### config.mk
export PLATFORM = sky130hd
export DESIGN_NAME = produce_spawn_scheduler
export DESIGN_NICKNAME = d
export VERILOG_FILES = /design/src/rtl/produce_spawn_scheduler.sv
export SDC_FILE = /design/constraint.sdc
export NUM_CORES = 1
export LEC_CHECK = 0
export CAP_MARGIN = 20
export CORE_ASPECT_RATIO = 0.7
export CORE_UTILIZATION = 53
export CTS_BUF_LIST = sky130_fd_sc_hd__clkbuf_8 sky130_fd_sc_hd__clkbuf_16
export CTS_CLUSTER_DIAMETER = 30
export DETAILED_ROUTE_END_ITERATION = 12
export PLACE_DENSITY = 0.9
export SYNTH_ARGS = -nofsm -noshare
export SYNTH_HDL_FRONTEND = slang
export SYNTH_SLANG_ARGS = --single-unit
### constraint.sdc
create_clock -name clk -period 3.35 [get_ports clk]
set_input_delay 0.67 -clock clk [delete_from_list [all_inputs] [get_ports clk]]
set_output_delay 0.67 -clock clk [all_outputs]
set_load 0.03 [all_outputs]
### src/rtl/produce_spawn_scheduler.sv
// Spawn scheduler: seeds the LFSR, turns its byte stream into timed fruit/bomb
// spawn events and queues them in a small FIFO behind a valid/ready handshake.
module produce_spawn_scheduler #(
    parameter int unsigned MIN_GAP   = 8,
    parameter int unsigned GAP_SHIFT = 0,
    parameter int unsigned DEPTH     = 4
) (
    input  logic        clk,
    input  logic        clr_n,
    input  logic        start,
    input  logic        stop,
    input  logic        tick,
    input  logic [7:0]  seed_in,
    input  logic [7:0]  rnd,
    output logic        lfsr_select,
    output logic [7:0]  lfsr_seed,
    output logic        spawn_valid,
    input  logic        spawn_ready,
    output logic [2:0]  spawn_lane,
    output logic [1:0]  spawn_kind,
    output logic        busy,
    output logic [15:0] spawn_count,
    output logic [7:0]  drop_count
);

    localparam int unsigned PtrW = $clog2(DEPTH);

    localparam logic [1:0] StIdle   = 2'd0;
    localparam logic [1:0] StSeed   = 2'd1;
    localparam logic [1:0] StReload = 2'd2;
    localparam logic [1:0] StWait   = 2'd3;

    localparam logic [11:0]   MinGap   = 12'(MIN_GAP);
    localparam logic [PtrW:0] FullCnt  = (PtrW + 1)'(DEPTH);
    localparam logic [PtrW:0] CntOne   = (PtrW + 1)'(1);
    localparam logic [PtrW-1:0] PtrOne = PtrW'(1);

    logic [1:0]      state_q, state_d;
    logic [11:0]     gap_q, gap_d;
    logic [7:0]      seed_q, seed_d;
    logic [4:0]      mem_q [DEPTH];
    logic [4:0]      mem_d [DEPTH];
    logic [PtrW-1:0] wr_ptr_q, wr_ptr_d;
    logic [PtrW-1:0] rd_ptr_q, rd_ptr_d;
    logic [PtrW:0]   count_q, count_d;
    logic [15:0]     spawn_cnt_q, spawn_cnt_d;
    logic [7:0]      drop_cnt_q, drop_cnt_d;

    logic [7:0]  seed_fix;
    logic [11:0] gap_term;
    logic [1:0]  ev_kind;
    logic [4:0]  ev_entry;
    logic        push, pop, full, push_ok, drop, start_go;

    // An all-zero seed would lock the LFSR, so substitute a fixed pattern.
    assign seed_fix = (seed_in == 8'h00) ? 8'hA5 : seed_in;
    assign gap_term = {8'd0, rnd[7:4]} << GAP_SHIFT;
    assign ev_kind  = (rnd[7:5] == 3'b111) ? 2'd3 :
                      (rnd[4:3] == 2'b11)  ? 2'd0 : rnd[4:3];
    assign ev_entry = {rnd[2:0], ev_kind};
    assign start_go = (state_q == StIdle) && start && !stop;

    always_comb begin
        state_d = state_q;
        gap_d   = gap_q;
        push    = 1'b0;
        case (state_q)
            StIdle: begin
                if (start_go) state_d = StSeed;
            end
            StSeed: begin
                state_d = stop ? StIdle : StReload;
            end
            StReload: begin
                if (stop) begin
                    state_d = StIdle;
                    gap_d   = 12'd0;
                end else begin
                    gap_d   = MinGap + gap_term;
                    state_d = StWait;
                end
            end
            default: begin
                if (stop) begin
                    state_d = StIdle;
                    gap_d   = 12'd0;
                end else if (tick) begin
                    if (gap_q <= 12'd1) begin
                        push    = 1'b1;
                        gap_d   = 12'd0;
                        state_d = StReload;
                    end else begin
                        gap_d = gap_q - 12'd1;
                    end
                end
            end
        endcase
    end

    assign full    = (count_q == FullCnt);
    assign pop     = spawn_valid && spawn_ready;
    // A pop in the same cycle frees the slot the push needs.
    assign push_ok = push && (!full || pop);
    assign drop    = push && !push_ok;

    always_comb begin
        mem_d    = mem_q;
        wr_ptr_d = wr_ptr_q;
        rd_ptr_d = rd_ptr_q;
        count_d  = count_q;
        if (push_ok) begin
            mem_d[wr_ptr_q] = ev_entry;
            wr_ptr_d        = wr_ptr_q + PtrOne;
        end
        if (pop) rd_ptr_d = rd_ptr_q + PtrOne;
        if (push_ok && !pop) count_d = count_q + CntOne;
        else if (!push_ok && pop) count_d = count_q - CntOne;
    end

    always_comb begin
        seed_d      = (state_q == StSeed) ? seed_fix : seed_q;
        spawn_cnt_d = spawn_cnt_q;
        drop_cnt_d  = drop_cnt_q;
        if (start_go) begin
            spawn_cnt_d = 16'd0;
            drop_cnt_d  = 8'd0;
        end else begin
            if (push_ok) spawn_cnt_d = spawn_cnt_q + 16'd1;
            if (drop && drop_cnt_q != 8'hFF) drop_cnt_d = drop_cnt_q + 8'd1;
        end
    end

    always_ff @(posedge clk or negedge clr_n) begin
        if (!clr_n) begin
            state_q     <= StIdle;
            gap_q       <= 12'd0;
            seed_q      <= 8'd0;
            wr_ptr_q    <= '0;
            rd_ptr_q    <= '0;
            count_q     <= '0;
            spawn_cnt_q <= 16'd0;
            drop_cnt_q  <= 8'd0;
            for (int i = 0; i < DEPTH; i++) mem_q[i] <= 5'd0;
        end else begin
            state_q     <= state_d;
            gap_q       <= gap_d;
            seed_q      <= seed_d;
            wr_ptr_q    <= wr_ptr_d;
            rd_ptr_q    <= rd_ptr_d;
            count_q     <= count_d;
            spawn_cnt_q <= spawn_cnt_d;
            drop_cnt_q  <= drop_cnt_d;
            for (int i = 0; i < DEPTH; i++) mem_q[i] <= mem_d[i];
        end
    end

    assign lfsr_select = (state_q == StSeed);
    assign lfsr_seed   = (state_q == StSeed) ? seed_fix : seed_q;
    assign spawn_valid = (count_q != '0);
    assign spawn_lane  = mem_q[rd_ptr_q][4:2];
    assign spawn_kind  = mem_q[rd_ptr_q][1:0];
    assign busy        = (state_q != StIdle);
    assign spawn_count = spawn_cnt_q;
    assign drop_count  = drop_cnt_q;

endmodule

======== Word level (Yosys, flattened, before mapping) ========
Cells that the tools add are included.
operators by class
  $add $sub $neg .......................... 8
  $lt $le $gt $ge ......................... 4
  equality and inequality tests ........... 7
  multiplexer cells ....................... 32
  bitwise operators ....................... 3
  reduce and logical (&&, ||, !) cells .... 28
operators with widths
  cell                                                       count
  two-way mux 12 bit                                         3
  two-way mux 16 bit                                         2
  two-way mux 8 bit                                          4
  one-hot mux 12 bit (2 select lines)                        1
  bitwise mux 20 bit                                         1
  two-way mux 5 bit                                          4
  adder 16 x 1 -> 16 bit (second input constant)             1
  two-way mux 2 bit                                          8
  <= comparator 12 x 1 -> 1 bit (second input constant)      1
  subtractor 12 x 1 -> 12 bit (second input constant)        1
  binary-select mux 5 bit (select 2 bit)                     1
  demux 5 bit (select 2 bit)                                 1
  nonzero test 5 bit                                         2
  logical AND 1 bit                                          9
  adder 8 x 1 -> 8 bit (second input constant)               1
  zero test 8 bit                                            1
  != test 8 bit (second input constant)                      1
  nonzero test 2 bit                                         4
  equality test 3 bit (second input constant)                2
  greater-or-equal comparator 3 bit (second input constant)  2
  two-way mux 3 bit                                          2
  NOT 2 -> 3 bit                                             2
  one-hot mux 2 bit (3 select lines)                         1
  nonzero test 3 bit                                         2
  17 further kinds                                           25
word-level totals
  register bits after elaboration ......... 73
  bits of input ports ..................... 22
  output and inout port bits .............. 40
  word-level logic and storage cells ...... 94

======== Depth between registers and ports, before layout ========
Gate-level depths: netlist of the first run.
  word-level depth ........................ 11
  gate-level depth with buffers ........... 12
  mapped depth without buffers ............ 12

======== Least setup slack after synthesis of the first run ========
OpenSTA, ideal clock, no wires.
  path kind ............................... input-to-reg
  start point ............................. input stop
  end point ............................... register count_q[2]
  data arrival time ....................... 2517 ps
  data required time ...................... 3271 ps
  slack ................................... 753 ps
  stages on the path ...................... 11
  buffers on the path ..................... 1
  cell sequence ........................... buf_6 nand4b_1 nor4_4 nand3_1 inv_1 ha_1 inv_1 fa_1 xor2_1 nor2_1 xor2_1
on the way
  word-level cells in the longest chain between the ends .. 6
  elaborated cells between the ends (all ways) .. 8
RTL lines
  element                              RTL line  RTL
  from (decl)                          11        input logic stop,
  two-way mux 1 bit (*)                84        if (stop) begin
  two-way mux 1 bit (*)                67        case (state_q)
  logical AND 1 bit (*)                103       assign push_ok = push && (!full || pop);
  named net push_ok                    53        logic push, pop, full, push_ok, drop, start_go;
  zero test 1 bit                      117       else if (!push_ok && pop) count_d = count_q - CntOne;
  logical AND 1 bit                    117
  nonzero test 2 bit (no source line)  -
  to (signal assigned)                 150       count_q <= count_d;
  to (decl)                            45        logic [PtrW:0] count_q, count_d;
Mark *: on every way through the listed nets, which the timed path passes. The rest lies on a longest branch.
A chain may end at the register's enable or synchronous reset.

======== Worst setup path in the final report of the first run ========
  start point ............................. input seed_in[4]
  end point ............................... output lfsr_seed[2]
on the way
  word-level cells in the longest chain between the ends .. 3
RTL lines
  element            RTL line  RTL
  from (decl)        13        input logic [7:0] seed_in,
  zero test 8 bit    56        assign seed_fix = (seed_in == 8'h00) ? 8'hA5 : seed_in;
  two-way mux 8 bit  56
  two-way mux 8 bit  158       assign lfsr_seed = (state_q == StSeed) ? seed_fix : seed_q;
  to (decl)          16        output logic [7:0] lfsr_seed,
Every way passes these cells.

==> results.py, run 1 <==
metrics = {
    "outcome": {
        "status": "completed",
    },
    "clock_network": {
        "cts.sink_count": 73,
        "htreeDepth": 3,
        "clk_latency_ns": 0.34,
        "ctsHoldBuffers": 0,
        "numCtsBuffers": 9,
        "cts_tree": "done",
        "clkTransAtPathRegs_ns": 0.07,
        "clockBufferDepth": 2,
        "clk_root_buffer_cell": "clkbuf_8",
        "cts_setup_buffers": 0,
    },
    "drt": {
        "routedWlPerCell_um": 16.4,
        "viasPerCell": 6.07,
        "first_pass_iters": 5,
        "first_iter_violations": 251,
        "antenna_left": 0,
        "via_count": 3084,
        "drt_wl_total_um": 8330,
        "drc": 0,
    },
    "critical_path": {
        "crit_type": "in -> out",
        "cp_data_required_time_ns": 2.68,
        "arrival_ns": 2.49,
        "end_kind": "output pin",
        "r2r_start": "gap_q[4]",
        "critPathMaxFanout": 4,
        "cp-start-kind": "input port",
        "crit_start": "seed_in[4]",
    },
    "placed_design": {
        "pre_cts_slack_ns": 0.182,
        "gp_congestion": 0.882,
        "place_area_sq_mm": 0.00445,
        "place_hpwl_um": 6110,
        "io_buffers": 61,
        "dpl.cell_count": 494,
    },
    "floorplan": {
        "row_count": 25,
        "ios": 62,
        "dieArea_sq_mm": 0.00745,
        "die_x_um": 103,
        "chipHeight_um": 72.5,
        "fp.coreArea_sq_mm": 0.00682,
        "start_util_pct": 55.2,
    },
    "timing": {
        "period_share_pct": 94.4,
        "finalMaxSlewViolations": 0,
        "setup_viol": 0,
        "period_minus_slack_ns": 3.16,
        "skew_ns": 0.0118,
        "fin_setup_tns_ns": 0,
        "tightest_slew_ns": 0.795,
        "fin_ws_ns": 0.187,
        "rsz0062_at_grt": "false",
        "finalHoldViolations": 0,
        "slew_headroom_pct": 46.8,
        "max_freq_ghz": 0.316,
    },
    "pwr": {
        "power_density_mw_per_mm2": 614,
        "finalPower_w": 0.00282,
        "ir_drop_uv": 329,
        "cellLeakagePower_nw": 1.96,
    },
    "logic_synthesis": {
        "synth_area_per_cell_sq_um": 10.9,
        "ys_ff_latch": 73,
        "ys_seq_area_share_pct": 48.6,
        "syn_area_sq_mm": 0.00376,
        "synth_top_area_share_pct": 48.6,
        "synth_cells": 344,
        "yosysWarnings": 0,
        "async_reset_ff_share_pct": 100,
        "yosysTopAreaCell": "dfrtp_1",
        "synth_edf_count": 0,
        "synth_ff_type": "dfrtp_1",
        "syn_nets": 376,
        "synthDistinctLibCells": 62,
        "synth_area_leaders": "dfrtp_1 49%, mux2_2 7.5%, ha_1 3.0%",
    },
    "cells_and_area": {
        "diodes": 0,
        "layout_common_cells": "73 x dfrtp_1, 60 x clkdlybuf4s50_1, 25 x mux2_2, 25 x nand2_1",
        "area_growth_pct": 22.2,
        "layout_commonest_cell": "dfrtp_1",
        "num-fill-cells": 515,
        "drive_gt1_share_pct": 16.4,
        "fin_cells": 508,
        "final_area_sq_mm": 0.00460,
        "finalNetCount": 443,
    },
    "global_routing": {
        "grt_pass1_vias": 3052,
        "grt_pass1_wl_um": 14000,
        "antenna_found_initial": 0,
        "grt_max_degree": 39,
        "gr-total-overflow": 0,
        "track_usage_pct": 24.3,
    },
    "hold_path": {
        "hold_path.class": "in -> async",
    },
    "run": {
        "maxCapViolations": 0,
    },
}
[final timing paths]
path,to,slack (ns),depth (start not counted)
min in group clk,seed_q[1],0.50,1
worst min-delay path,seed_q[4],0.19,1
worst max register to register,count_q[2],0.78,11
worst min register to register,seed_q[1],0.50,1
worst max-delay path,lfsr_seed[2],0.19,6
max in group asynchronous,gap_q[1],2.37,2
[cells in the mapped netlist, types with 2 or more instances]
| cell | number |
|---|---|
| dfrtp_1 | 73 |
| mux2_2 | 25 |
| nand2_1 | 25 |
| nor2_1 | 22 |
| a21oi_1 | 21 |
| o21ai_0 | 19 |
| inv_1 | 14 |
| nand3_1 | 13 |
| or3_1 | 12 |
| ha_1 | 9 |
| xnor2_1 | 8 |
| nand4_1 | 7 |
| nor3_1 | 7 |
| nor4_1 | 7 |
| a31oi_1 | 5 |
| buf_6 | 5 |
| mux4_2 | 5 |
| o22a_1 | 4 |
| a22o_1 | 3 |
| and3_1 | 3 |
| clkbuf_1 | 3 |
| nand2b_1 | 3 |
| xor2_1 | 3 |
| a221oi_1 | 2 |
| a32oi_1 | 2 |
| and2_1 | 2 |
| and4_2 | 2 |
| mux2i_1 | 2 |
| nor3b_1 | 2 |
| o31ai_1 | 2 |
| or2_2 | 2 |
| or4_1 | 2 |
[cells by family (layout without fill, tap and decap cells)]
logic type / count (synthesis) / count (layout) / synth area share, %
multiplexers: 32 / 32 / 11.0
flip-flops: 73 / 73 / 48.6
XOR/XNOR: 11 / 11 / 2.56
AND/OR/NAND/NOR: 121 / 121 / 18.3
buffers and inverters: 26 / 96 / 3.99
AO/OA/AOI/OAI: 71 / 71 / 12.1
adder cells (fa/ha/maj): 10 / 10 / 3.53
[worst max-delay path: stages]
cell and delay (ns):
clkdlybuf4s50_1 0.42, nor4_1 0.31, nand2_1 0.08, nand2_1 0.15
o22a_1 0.18, clkdlybuf4s50_1 0.68
[power by group]
part           internal [W]  total, W  switching [W]
registers           0.00104   0.00123       0.000193
clock network      0.000254  0.000563       0.000309
logic              0.000466   0.00102       0.000558
total               0.00176   0.00282        0.00106
[per-layer routing]
layer	part of all wire [%]	track usage, %
met5	0	0
met4	0.88	6.67
met3	7.2	7.03
met2	47	38.8
met1	45	32.4
[final cells by class]
type                       count  area, sq um  area share (%)
tap                           94          118            2.56
sequential                    73         1830            39.7
timing repair buffer          68          658            14.3
clock inverter                 5         26.3           0.571
clock buffer                   9          124            2.69
multi-input combinational    245         1790            39.0
inverter                      14         52.6            1.14
[registers in the layout, summed over array words and instances (netlist names)]
signal and cells:
state_q 2, rd_ptr_q 2, count_q 3, seed_q 8
gap_q 12, spawn_count 16, mem_q 20, drop_count 8
wr_ptr_q 2
[stage by stage]
stage	hold WS (ns)	util, %
5_1_grt	0.192	67.4
6_report	0.191	67.4
4_1_cts	0.191	67.4
3_5_place_dp	0.487	65.2
3_3_place_gp	0.483	65.2
2_1_floorplan	0.374	-
[what timing repair did]
action / 4_1_cts / 5_1_grt
setup endpoints to repair: 0 / 4
hold endpoints to repair: 0 / 0
resized for setup: 0 / 1
Power figures use the tool's default switching activity.
==> run 2, diff against run 1 <==
Settings changed: SKIP_CTS_REPAIR_TIMING set to 1.
==> results of run 2 <==
The final DEF is identical to that of run 1; final timing and power are the same.
